File: config.mk
export PLATFORM = sky130hd
export DESIGN_NAME = muldiv_seq
export DESIGN_NICKNAME = d
export VERILOG_FILES = /design/src/rtl/muldiv_pkg.sv /design/src/rtl/muldiv_seq.sv
export SDC_FILE = /design/constraint.sdc
export NUM_CORES = 1
export LEC_CHECK = 0
export ABC_AREA = 1
export BUFFER_PORTS_ARGS = -buffer_cell sky130_fd_sc_hd__buf_2
export CAP_MARGIN = 20
export CORE_UTILIZATION = 30
export CTS_CLUSTER_DIAMETER = 80
export DETAILED_ROUTE_END_ITERATION = 6
export SLEW_MARGIN = 15
export SYNTH_ARGS = -nofsm -noshare
export SYNTH_HDL_FRONTEND = slang
export SYNTH_SLANG_ARGS = --single-unit
File: constraint.sdc
create_clock -name clk -period 1.6 [get_ports clk]
set_input_delay 0.32 -clock clk [delete_from_list [all_inputs] [get_ports clk]]
set_output_delay 0.32 -clock clk [all_outputs]
set_load 0.005 [all_outputs]
File: src/rtl/muldiv_pkg.sv
`default_nettype none
// +------------------------------------------------------------------+
// | muldiv_pkg                                                       |
// | Function codes, FSM states and decode helpers for muldiv_seq.    |
// | Revision: 1.0                                                    |
// +------------------------------------------------------------------+
package muldiv_pkg;

  typedef enum logic [3:0] {
    F_MFHI  = 4'b0000,
    F_MTHI  = 4'b0001,
    F_MFLO  = 4'b0010,
    F_MTLO  = 4'b0011,
    F_MULT  = 4'b1000,
    F_MULTU = 4'b1001,
    F_DIV   = 4'b1010,
    F_DIVU  = 4'b1011
  } func_e;

  typedef enum logic [1:0] {
    IDLE = 2'd0,
    RUN  = 2'd1,
    FIN  = 2'd2
  } state_e;

  // True for the four iterative codes (10xx).
  function automatic logic is_muldiv(input func_e f);
    return (f[3:2] == 2'b10);
  endfunction

  // True for DIV/DIVU; only meaningful when is_muldiv() holds.
  function automatic logic is_div(input func_e f);
    return (f == F_DIV) || (f == F_DIVU);
  endfunction

  // True for the signed variants MULT/DIV.
  function automatic logic is_signed_op(input func_e f);
    return (f == F_MULT) || (f == F_DIV);
  endfunction

endpackage
`default_nettype wire

File: src/rtl/muldiv_seq.sv
`default_nettype none
// +------------------------------------------------------------------+
// | muldiv_seq                                                       |
// | Iterative N-bit HI/LO multiply/divide unit: one shift-add or     |
// | restoring-subtract step per cycle on operand magnitudes, sign    |
// | fix-up on the final edge, start/busy/done handshake, dz flag.    |
// | Revision: 1.0                                                    |
// +------------------------------------------------------------------+
module muldiv_seq
  import muldiv_pkg::*;
#(
  parameter int N = 3
) (
  input  logic         clk,
  input  logic         rst,
  input  logic         start,
  input  logic [3:0]   f,
  input  logic [N-1:0] a,
  input  logic [N-1:0] b,
  output logic [N-1:0] y,
  output logic [N-1:0] hi,
  output logic [N-1:0] lo,
  output logic         busy,
  output logic         done,
  output logic         dz
);

  localparam int             CW     = $clog2(N + 1);
  localparam logic [CW-1:0]  c_last = CW'(N - 1);

  state_e          r_state;
  logic [CW-1:0]   r_cnt;
  func_e           r_func;
  logic            r_qneg;   // product / quotient must be negated
  logic            r_rneg;   // remainder must be negated (dividend sign)
  logic [N-1:0]    r_opb;    // |b|: multiplicand or divisor
  logic [2*N-1:0]  r_acc;    // product accumulator; low half is dividend/quotient
  logic [N:0]      r_rem;    // partial remainder

  func_e           w_f;
  logic            w_sgn;
  logic            w_a_neg;
  logic            w_b_neg;
  logic [N-1:0]    w_a_mag;
  logic [N-1:0]    w_b_mag;
  logic [N:0]      w_sum;
  logic [2*N-1:0]  w_mul_next;
  logic [N:0]      w_rem_sh;
  logic [N:0]      w_rem_sub;
  logic            w_ge;
  logic [2*N-1:0]  w_prod_fix;
  logic [N-1:0]    w_quo_fix;
  logic [N-1:0]    w_rmd_fix;
  logic            w_b_zero;

  assign w_f     = func_e'(f);
  assign w_sgn   = is_signed_op(w_f);
  assign w_a_neg = w_sgn & a[N-1];
  assign w_b_neg = w_sgn & b[N-1];
  // The most-negative value maps onto itself, which is its correct unsigned magnitude.
  assign w_a_mag = w_a_neg ? -a : a;
  assign w_b_mag = w_b_neg ? -b : b;

  // Shift-add: add multiplicand into the upper half when the multiplier LSB is set,
  // then shift the whole accumulator (with carry) right by one.
  assign w_sum      = {1'b0, r_acc[2*N-1:N]} + {1'b0, r_opb};
  assign w_mul_next = r_acc[0] ? {w_sum, r_acc[N-1:1]} : {1'b0, r_acc[2*N-1:1]};

  // Restoring divide: bring the next dividend bit into the remainder and try a subtract.
  assign w_rem_sh  = {r_rem[N-1:0], r_acc[N-1]};
  assign w_rem_sub = w_rem_sh - {1'b0, r_opb};
  assign w_ge      = (w_rem_sh >= {1'b0, r_opb});

  assign w_prod_fix = r_qneg ? -r_acc : r_acc;
  assign w_quo_fix  = r_qneg ? -r_acc[N-1:0] : r_acc[N-1:0];
  assign w_rmd_fix  = N'(r_rneg ? -r_rem : r_rem);
  assign w_b_zero   = (r_opb == '0);

  assign busy = (r_state != IDLE);

  // View port follows the live function code, not the latched one.
  always_comb begin
    y = '0;
    case (f)
      4'b0000: y = hi;
      4'b0010: y = lo;
      default: y = '0;
    endcase
  end

  // Control FSM plus datapath: accept, iterate N steps, fix up and write back.
  always_ff @(posedge clk or posedge rst) begin
    if (rst) begin
      r_state <= IDLE;
      r_cnt   <= '0;
      r_func  <= F_MFHI;
      r_qneg  <= 1'b0;
      r_rneg  <= 1'b0;
      r_opb   <= '0;
      r_acc   <= '0;
      r_rem   <= '0;
      hi      <= '0;
      lo      <= '0;
      done    <= 1'b0;
      dz      <= 1'b0;
    end else begin
      case (r_state)
        IDLE: begin
          done <= 1'b0;
          if (start) begin
            if (w_f == F_MTHI) begin
              hi   <= a;
              done <= 1'b1;
            end else if (w_f == F_MTLO) begin
              lo   <= a;
              done <= 1'b1;
            end else if (is_muldiv(w_f)) begin
              r_func  <= w_f;
              r_cnt   <= '0;
              r_qneg  <= w_a_neg ^ w_b_neg;
              r_rneg  <= w_a_neg;
              r_opb   <= w_b_mag;
              r_acc   <= {{N{1'b0}}, w_a_mag};
              r_rem   <= '0;
              r_state <= RUN;
            end else begin
              // MFHI/MFLO and unassigned codes complete without touching HI/LO.
              done <= 1'b1;
            end
          end
        end

        RUN: begin
          if (is_div(r_func)) begin
            r_rem <= w_ge ? w_rem_sub : w_rem_sh;
            r_acc <= {r_acc[2*N-1:N], r_acc[N-2:0], w_ge};
          end else begin
            r_acc <= w_mul_next;
          end
          r_cnt <= r_cnt + 1'b1;
          if (r_cnt == c_last) begin
            r_state <= FIN;
          end
        end

        FIN: begin
          r_state <= IDLE;
          done    <= 1'b1;
          if (is_div(r_func)) begin
            if (w_b_zero) begin
              dz <= 1'b1;
            end else begin
              hi <= w_rmd_fix;
              lo <= w_quo_fix;
              dz <= 1'b0;
            end
          end else begin
            {hi, lo} <= w_prod_fix;
            dz       <= 1'b0;
          end
        end

        default: r_state <= IDLE;
      endcase
    end
  end

endmodule
`default_nettype wire
### Word-level counts from Yosys, hierarchy flattened

Cells that the tools add are included.

| storage, ports and cells | value |
|---|---|
| register bits after elaboration | 30 |
| latch bits | 0 |
| memory bits (writable) | 0 |
| memory bits (read-only) | 0 |
| input port bits | 13 |
| output and inout bits | 12 |
| logic and storage cells | 112 |
| memories | 0 |

| cells by class | value |
|---|---|
| add/subtract/negate cells | 8 |
| multipliers | 0 |
| divide/modulo/power cells | 0 |
| $lt $le $gt $ge | 1 |
| eq/ne operators | 21 |
| shift operators | 0 |
| mux-type cells | 49 |
| bitwise operators | 5 |
| reductions and logical operators | 15 |

Operators by type and width:

| kind | count |
|---|---|
| 3-bit 2-to-1 mux | 19 |
| 6-bit 2-to-1 mux | 7 |
| 3-bit one-hot mux with 2 select lines | 4 |
| 5-bit AND reduction | 4 |
| 2-bit 2-to-1 mux | 9 |
| 2-bit != test (second input constant) | 9 |
| 4-bit == test (second input constant) | 4 |
| 3-bit negation | 4 |
| 6-bit one-hot mux with 2 select lines | 1 |
| 6-bit AND reduction | 2 |
| 4-bit by 2-bit == test with 1-bit output (second input constant) | 2 |
| 2-bit one-hot mux with 2 select lines | 2 |
| 2-bit == test (second input constant) | 3 |
| 1-bit 2-to-1 mux | 6 |
| 6-bit negation | 1 |
| 2-bit nonzero test | 3 |
| 3-bit by 3-bit adder with 4-bit output | 1 |
| 4-bit by 1-bit == test with 1-bit output (second input constant) | 1 |
| 4-bit by 3-bit >= comparator with 1-bit output | 1 |
| 4-bit zero test | 1 |
| 4-bit AND reduction | 1 |
| 3-bit zero test | 1 |
| 3-bit != test (second input constant) | 1 |
| 3-bit subtractor | 1 |
| other kinds (8) | 11 |

### Longest topological paths before layout

Gate-level depths: netlist of run 1.

| logic depth | value |
|---|---|
| word-level depth | 9 |
| mapped depth | 9 |

### Worst setup path before layout of run 1

No wires, ideal clock.

| path | value |
|---|---|
| kind | register -> register |
| start | reg r_acc[2] |
| end | reg r_rem[1] |
| library setup time | 0.129 ns |
| arrival time | 1.518 ns |
| setup slack | -0.047 ns |
| stages on the path, launching flop included | 10 |
| buffers on the path | 0 |
| cell sequence | dfrtp_1 inv_1 ha_1 fa_1 nand2_1 nand2_1 nand2_1 nor2_1 o21ai_0 o21ai_0 |

| on the way | value |
|---|---|
| longest elaborated chain between the ends | 4 |
| elaborated cells between the ends (all ways) | 5 |

RTL lines:

| what | RTL line | text |
|---|---|---|
| from (decl) | muldiv_seq.sv:37 | `logic [2*N-1:0] r_acc;` |
| from (signal assigned) | muldiv_seq.sv:123 | `r_acc <= {{N{1'b0}}, w_a_mag};` |
| from (signal assigned) | muldiv_seq.sv:136 | `r_acc <= {r_acc[2*N-1:N], r_acc[N-2:0], w_ge};` |
| from (signal assigned) | muldiv_seq.sv:138 | `r_acc <= w_mul_next;` |
| 4-bit by 3-bit >= comparator with 1-bit output or 3-bit subtractor (tied branches) | muldiv_seq.sv:72, muldiv_seq.sv:71 |  |
| 3-bit 2-to-1 mux (*) | muldiv_seq.sv:135 | `r_rem <= w_ge ? w_rem_sub : w_rem_sh;` |
| 3-bit 2-to-1 mux (*) | muldiv_seq.sv:134 | `if (is_div(r_func)) begin` |
| 3-bit one-hot mux with 2 select lines (*) | muldiv_seq.sv:107 | `case (r_state)` |
| to (signal assigned) | muldiv_seq.sv:135 |  |
| to (decl) | muldiv_seq.sv:38 | `logic [N:0] r_rem;` |

Every way passes the cells marked *; elsewhere a longest branch is shown, timed or not. The select of a mux whose other input is x is not followed.
A chain may end at the register's enable or synchronous reset.

### Worst setup path in the final report of run 1

| path | value |
|---|---|
| start | reg r_opb[0] |
| end | reg r_acc[4] |

| on the way | value |
|---|---|
| longest elaborated chain between the ends | 4 |

RTL lines:

| what | RTL line | text |
|---|---|---|
| from (decl) | muldiv_seq.sv:36 | `logic [N-1:0] r_opb;` |
| from (signal assigned) | muldiv_seq.sv:122 | `r_opb <= w_b_mag;` |
| 3-bit by 3-bit adder with 4-bit output | muldiv_seq.sv:66 | `assign w_sum = {1'b0, r_acc[2*N-1:N]} + {1'b0, r_opb};` |
| 6-bit 2-to-1 mux | muldiv_seq.sv:67 | `assign w_mul_next = r_acc[0] ? {w_sum, r_acc[N-1:1]} : {1'b0, r_acc[2*N-1:1]};` |
| 6-bit 2-to-1 mux | muldiv_seq.sv:134 |  |
| 6-bit one-hot mux with 2 select lines | muldiv_seq.sv:107 |  |

Every way passes these cells. The select of a mux whose other input is x is not followed.

==> qor.yml, run 1 <==
clocking:
  cts_buffers: 5
  ctsHtreeMaxLevel: 2
  clk_pin_slew_ns: 0.07
  clock_path_buffers: 2
  clock_sinks: 29
  hold_buffers: 0
  ctsRootBufferMaster: "clkbuf_8"
  clk_latency_ns: 0.29
  cts_tree: "done"
timing:
  setup_slack_ns: -0.0113
  slew_headroom_pct: 74.1
  fin_crit_sh_pct: 101
  tightest_slew_ns: 0.388
  min_period_ns: 1.61
  setup_viol: 1
  drv_slew: 0
  hold_viol: 0
  fmax_mhz: 621
  skew_ns: 0.00774
  grt_setup_unrepaired: "true"
final_layout:
  fillers: 631
  fin_util_pct: 40.5
  area_growth_pct: 28.1
  finalNetCount: 331
  stdcell_count: 381
  antenna_cells: 0
  drive_gt1_share_pct: 28.1
logic_synthesis:
  yosysWarnings: 0
  syn_area_sq_um: 1910
  synth.distinct_cells: 29
  synthArstFlopShare_pct: 100
  synth_seq_area_share_pct: 38.1
  syn_nets: 281
  ys_ff_latch: 29
  synth.area.top_cells: "dfrtp_1, nand2_1, inv_1, ha_1, o21ai_0"
  synth.most_common_cell: "nand2_1"
  synth_edf_count: 0
  yosys.area.top_type: "dfrtp_1"
  yosys.area.top_type_share_pct: 38.1
  synth_common_cells: "nand2_1, inv_1, dfrtp_1"
  synth_flop_cell: "dfrtp_1"
  syn_area_per_cell_sq_um: 7.48
  synth_cells: 255
drt:
  drt-initial-drc-count: 80
  route.detailed.drc: 0
  viasPerCell: 4.82
  drtPass1Iterations: 4
  vias: 1838
  routed_wirelength_mm: 5.03
  ant_nets: 0
  avgRoutedWirePerCell_um: 13.2
global_route:
  grt_usage_pct: 16.4
  grt_overflow_total: 0
  grt_start_max_net_pins: 30
  antenna_found_initial: 0
  grt_pass1_wl_mm: 8.13
  grt_pass1_vias: 1780
critical_path:
  crit_slowest_cell: "fa_2"
  critical_path_class: "flop to flop"
  reg2reg_from: "r_opb[0]$_DFFE_PP0P_"
  critical_path.endpoint_type: "flop"
  crit_chain: "buf_6 -> ha_4 -> inv_2 -> fa_2 -> xnor2_2 -> o21ai_1 -> o22ai_1"
  startpoint_type: "flop"
  r2r_cells: 7
  arrival_ns: 1.78
  crit_path_start: "r_opb[0]$_DFFE_PP0P_"
  crit_required_ns: 1.77
  max_stage_delay_ns: 0.39
  critical_path_peak_fanout: 3
min_path:
  hp-class: "input port to asynchronous set/reset pin"
floorplan:
  die-area_sq_um: 6680
  fp.dieH_um: 81.7
  row_count: 28
  core_area_sq_um: 6030
  dieWidth_um: 81.7
  initial_core_util_pct: 31.6
  ios: 25
placement:
  preCtsSetupSlack_ns: 0.00659
  gp_congestion: 0.895
  post-dp-hpwl_mm: 3.82
  place_inst: 370
  io_buffers: 24
power_and_ir_drop:
  vdd_drop_max_v: 0.000830
  cellLeakagePower_nw: 1.25
  power_density_nw_per_um2: 1870
run_status:
  status: "finished with violations"
  failed_checks: "negative setup slack"
job:
  drv_cap: 0
-- final timing paths --
path / end / slack (ns)
min reg2reg: dz$_DFFE_PP0N_ / 0.48
max: r_acc[4]$_DFFE_PP0P_ / -0.01
min in group clk: r_opb[2]$_DFFE_PP0P_ / 0.31
max reg2reg: r_acc[4]$_DFFE_PP0P_ / -0.01
min: r_acc[2]$_DFFE_PP0P_ / 0.10
max in group asynchronous: dz$_DFFE_PP0N_ / 1.22
-- cell usage in the layout (no fill, tap or decap), types with 2 or more instances in the layout --
master,instances
o22ai_1,6
a31oi_1,2
buf_2,24
buf_4,18
fa_2,2
nor2_1,23
inv_1,39
clkinv_2,2
nor2_4,2
dfrtp_1,29
a21oi_1,8
xor2_1,2
buf_6,2
nand2_2,2
a22oi_1,2
nand2_4,4
a21oi_2,4
nand3_2,2
o211ai_1,3
nand3_1,17
clkbuf_8,7
o21ai_1,9
o21ai_0,18
nor3_1,3
nor2_2,4
inv_2,6
nand2_1,48
ha_1,9
-- report_power, final --
part	internal [mW]	switching, mW	leakage, nW
Clock	0.389	0.303	0.0542
Sequential	1.02	0.257	0.360
Combinational	1.14	1.47	0.838
-- flip-flops by register name, summed over array words and instances, names as in the netlist --
signal   cells
done         1
r_cnt        2
r_qneg       1
r_opb        3
r_func       3
hi           3
r_acc        6
r_state      2
lo           3
r_rneg       1
r_rem        3
dz           1
-- timing repair --
action	CTS	global route
pin swaps	0	11
hold endpoints to repair	0	0
setup buffers	0	3
setup endpoints to repair	2	13
resized for setup	2	25
gates cloned	0	0
-- metal layers --
metal	up-vias	global-route usage, %	wire [um]
met1	855	21.4	2260
li1	928	-	-
met4	0	6.32	114
met5	-	0	0
met2	43	26.4	2420
met3	12	3.56	230
-- cell type report --
type | instances | area [sq um] | share of cell area, %
multi-input combinational | 178 | 1070 | 43.6
sequential | 29 | 726 | 29.7
clock buffer | 7 | 96.3 | 3.94
tap | 75 | 93.8 | 3.84
clock inverter | 1 | 5.00 | 0.205
timing repair buffer | 44 | 278 | 11.4
inverter | 47 | 178 | 7.27
-- cell families (layout without fill, tap and decap cells) --
| group | count (synthesis) | count (layout) | synth area share (%) |
|---|---|---|---|
| AOI/OAI and AO/OA | 55 | 55 | 16.2 |
| xor gates and xnor gates | 3 | 3 | 1.38 |
| adders and majority gates | 13 | 13 | 9.32 |
| buffers and inverters | 48 | 99 | 9.58 |
| DFF | 29 | 29 | 38.1 |
| and+or+nand+nor | 107 | 107 | 25.5 |
-- stage by stage --
step                hold WS (ns)  cell area, sq um  TNS [ns]  total power [mW]
floorplan                  0.398              1910         0              2.69
global placement           0.424              2250         0              3.50
detailed placement         0.429              2250         0              3.53
CTS                        0.123              2350         0              4.24
global route               0.138              2440    -0.147              5.00
finish                     0.101              2440   -0.0113              4.58
-- critical path: cells and delay by family (launching register included) --
kind,cells,cell delay [ns]
fa+ha+maj,2,0.53
flops,1,0.38
compound gates,2,0.27
buf+inv,2,0.18
xor+xnor,1,0.14
Note: power is estimated with default switching activity, not from simulation.
==> run 2, diff against run 1 <==
Settings changed: ABC_AREA 1 to 0, BUFFER_PORTS_ARGS -buffer_cell sky130_fd_sc_hd__buf_2 to not set, DONT_BUFFER_PORTS set to 1.
==> run 2 against run 1 <==
The flow finishes with violations (negative hold slack, negative setup slack). Clock skew down 0.0023 ns. Critical path depth unchanged. Die area up 2.7%. Wire length down 4.6%. Total power up 2.3%. Sequential power about the same. Worst hold slack worse by 0.10 ns. Largest cell class unchanged.
==> qor.yml, run 2 <==
logic_synthesis:
  synth_common_cells: "dfrtp_1, inv_1, nand2_1"
  synthArstFlopShare_pct: 100  # unchanged
  syn_area_per_cell_sq_um: 9.52  # +27%
  ys_ff_latch: 29  # unchanged
  synth.distinct_cells: 56  # +93%
  yosys.area.top_type_share_pct: 37.0  # -1.0 points
  syn_nets: 232  # -17%
  synth_flop_cell: "dfrtp_1"
  synth_edf_count: 0  # unchanged
  yosysWarnings: 0  # unchanged
  synth_cells: 206  # -19%
  synth_seq_area_share_pct: 37.0  # -1.0 points
  yosys.area.top_type: "dfrtp_1"
  synth.most_common_cell: "dfrtp_1"
  synth.area.top_cells: "dfrtp_1, ha_1, mux2i_1, o21ai_0, inv_1"
  syn_area_sq_um: 1960  # +2.8%
floorplan:
  dieWidth_um: 82.8  # +1.4%
  row_count: 29  # +3.6%
  core_area_sq_um: 6310  # +4.8%
  fp.dieH_um: 82.8  # +1.4%
  die-area_sq_um: 6860  # +2.7%
  initial_core_util_pct: 31.1  # -0.59 points
  ios: 25  # unchanged
placement:
  gp_congestion: 0.811  # -9.3%
  io_buffers: 0  # -100%
  post-dp-hpwl_mm: 3.64  # -4.8%
global_route:
  grt_pass1_wl_mm: 8.22  # +1.1%
  met2_usage_pct: 23.2  # -3.2 points
  gr-usage-met1_pct: 20.1  # -1.3 points
  grt_pass1_vias: 1684  # -5.4%
  busiest_layer: "met2"
  grt_usage_pct: 15.1  # -1.3 points
  grt_overflow_total: 0  # unchanged
  antenna_found_initial: 0  # unchanged
  met3_usage_pct: 3.88  # +0.32 points
  grt_start_max_net_pins: 30  # unchanged
drt:
  route.detailed.drc: 0  # unchanged
  ant_nets: 0  # unchanged
  viasPerCell: 5.21  # +8.1%
  vias: 1674  # -8.9%
  avgRoutedWirePerCell_um: 14.9  # +13%
  drt-initial-drc-count: 56  # -30%
  routed_wirelength_mm: 4.80  # -4.6%
  drtPass1Iterations: 4  # unchanged
timing:
  worst_hold_slack_ns: -0.000623  # -0.102 ns
  hold_viol: 3  # +3
  grt_setup_unrepaired: "true"
  tightest_slew_ns: 0.446  # +0.0575 ns
  drv_slew: 0  # unchanged
  slew_headroom_pct: 70.2  # -3.9 points
  fin_crit_sh_pct: 112  # +11 points
  fmax_mhz: 558  # -10%
  setup_viol: 10  # +9
  setup_slack_ns: -0.191  # -0.180 ns
  skew_ns: 0.00543  # -0.00231 ns
  fin_tns_setup_ns: -1.33  # -1.32 ns
  min_period_ns: 1.79  # +0.180 ns
clocking:
  ctsHtreeMaxLevel: 2  # unchanged
  ctsRootBufferMaster: "clkbuf_8"
  hold_buffers: 0  # unchanged
  clock_sinks: 29  # unchanged
  clk_latency_ns: 0.28  # about the same
  cts_buffers: 5  # unchanged
  clock_path_buffers: 2  # unchanged
  clk_pin_slew_ns: 0.07  # about the same
  cts_tree: "done"
critical_path:
  critical_path_peak_fanout: 4  # +1
  startpoint_type: "flop"
  arrival_ns: 1.96  # +0.18 ns
  crit_family: "compound AO/OA/AOI/OAI gates"
  crit_required_ns: 1.77  # about the same
  critical_path.endpoint_type: "flop"
  critical_path_class: "flop to flop"
  crit_slowest_cell: "dfrtp_1"
  max_stage_delay_ns: 0.39  # about the same
  crit_buf_inv: 1  # -1
  crit_chain: "inv_2 -> ha_4 -> fa_2 -> a21bo_4 -> a211o_4 -> mux2i_1 -> a22o_1"
power_and_ir_drop:
  cellLeakagePower_nw: 1.16  # -7.2%
  vdd_drop_max_v: 0.000831  # about the same
  power_density_nw_per_um2: 1860  # -0.71%
  power.total_mw: 4.68  # +2.3%
run_status:
  status: "finished with violations"
  failed_checks: "negative hold slack, negative setup slack"
min_path:
  hp-class: "input port to asynchronous set/reset pin"
final_layout:
  area_growth_pct: 28.4
  antenna_cells: 0  # unchanged
  finalNetCount: 269  # -19%
  drive_gt1_share_pct: 31.6  # +3.5 points
  final_common_cell: "buf_4"
  largest_reg_flops: 6  # unchanged
  top_register: "r_acc"
  final_cell_mix: "buf_4, dfrtp_1, nand2_1"
job:
  drv_cap: 0  # unchanged
## run 2: cell count changes in the layout (fill, tap and decap cells not counted), moves of 9 or more
cell / change
mux2i_1: +9
nand3_1: -13
nor2_1: -14
buf_4: +18
buf_2: -24
inv_1: -23
nand2_1: -30
## run 2: worst register-to-register path: cells and delay by family (launching register included)
| family | cells | cell delay, ns |
|---|---|---|
| compound gates | 3 | 0.78 |
| flops | 1 | 0.39 |
| fa+ha+maj | 2 | 0.31 |
| mux | 1 | 0.12 |
| buf+inv | 1 | 0.08 |
## run 2: cell type report
| type | count | area (sq um) |
|---|---|---|
| inverters | 19 | 71.3 |
| multi-input cells | 151 | 1230 |
| clock buffers | 7 | 86.3 |
| flip-flops and latches | 29 | 726 |
| well taps | 77 | 96.3 |
| fillers | 637 | 3800 |
| repair buffers | 37 | 282 |
| clock inverters | 1 | 30.0 |
## run 2: power breakdown
group	internal, mW	total [mW]	switching, mW
logic	1.39	2.62	1.23
clock network	0.507	0.791	0.283
registers	1.02	1.27	0.254
## run 2: path summary, 6_finish.rpt
path,endpoint,slack [ns],cells after the start,start
max,r_rem[2]$_DFFE_PP0P_,-0.19,7,r_acc[2]$_DFFE_PP0P_
min,r_acc[1]$_DFFE_PP0P_,-0.0006,2,rst
max reg2reg,r_rem[2]$_DFFE_PP0P_,-0.19,7,r_acc[2]$_DFFE_PP0P_
min reg2reg,r_cnt[0]$_DFFE_PP0P_,0.49,1,r_cnt[0]$_DFFE_PP0P_
max in group asynchronous,r_acc[5]$_DFFE_PP0P_,1.32,2,rst
min in group clk,r_opb[2]$_DFFE_PP0P_,0.20,2,b[2]
## run 2: cell families after synthesis
logic type	Yosys count	share of synthesized area, %
compound gates	53	19.1
xor+xnor	5	2.23
fa+ha+maj	13	9.06
buf+inv	26	6.00
flops	29	37.0
mux	15	8.04
simple gates	65	18.5
## run 2: metal layers
layer  wire, um  vias to the layer above
met4        139                        0
li1           -                      810
met1       2290                      811
met3        198                       14
met5          0                        -
met2       2170                       39
## run 2: what timing repair did
action                     in CTS  in global routing
setup endpoints to repair       8                 13
setup buffers                   2                  3
pin swaps                       3                  4
gates resized for setup        12                 13
## run 2: stage by stage
stage	util [%]	setup slack, ns	std cells	hold WS (ns)	cell area, sq um
after CTS	39.0	-0.176	319	0.00816	2460
after floorplan	-	-0.187	206	0.398	1980
after global placement	36.0	-0.161	309	0.310	2270
final	39.9	-0.191	321	-0.000623	2520
after global routing	39.9	-0.255	321	0.0366	2520
after detailed placement	36.0	-0.208	309	0.313	2270
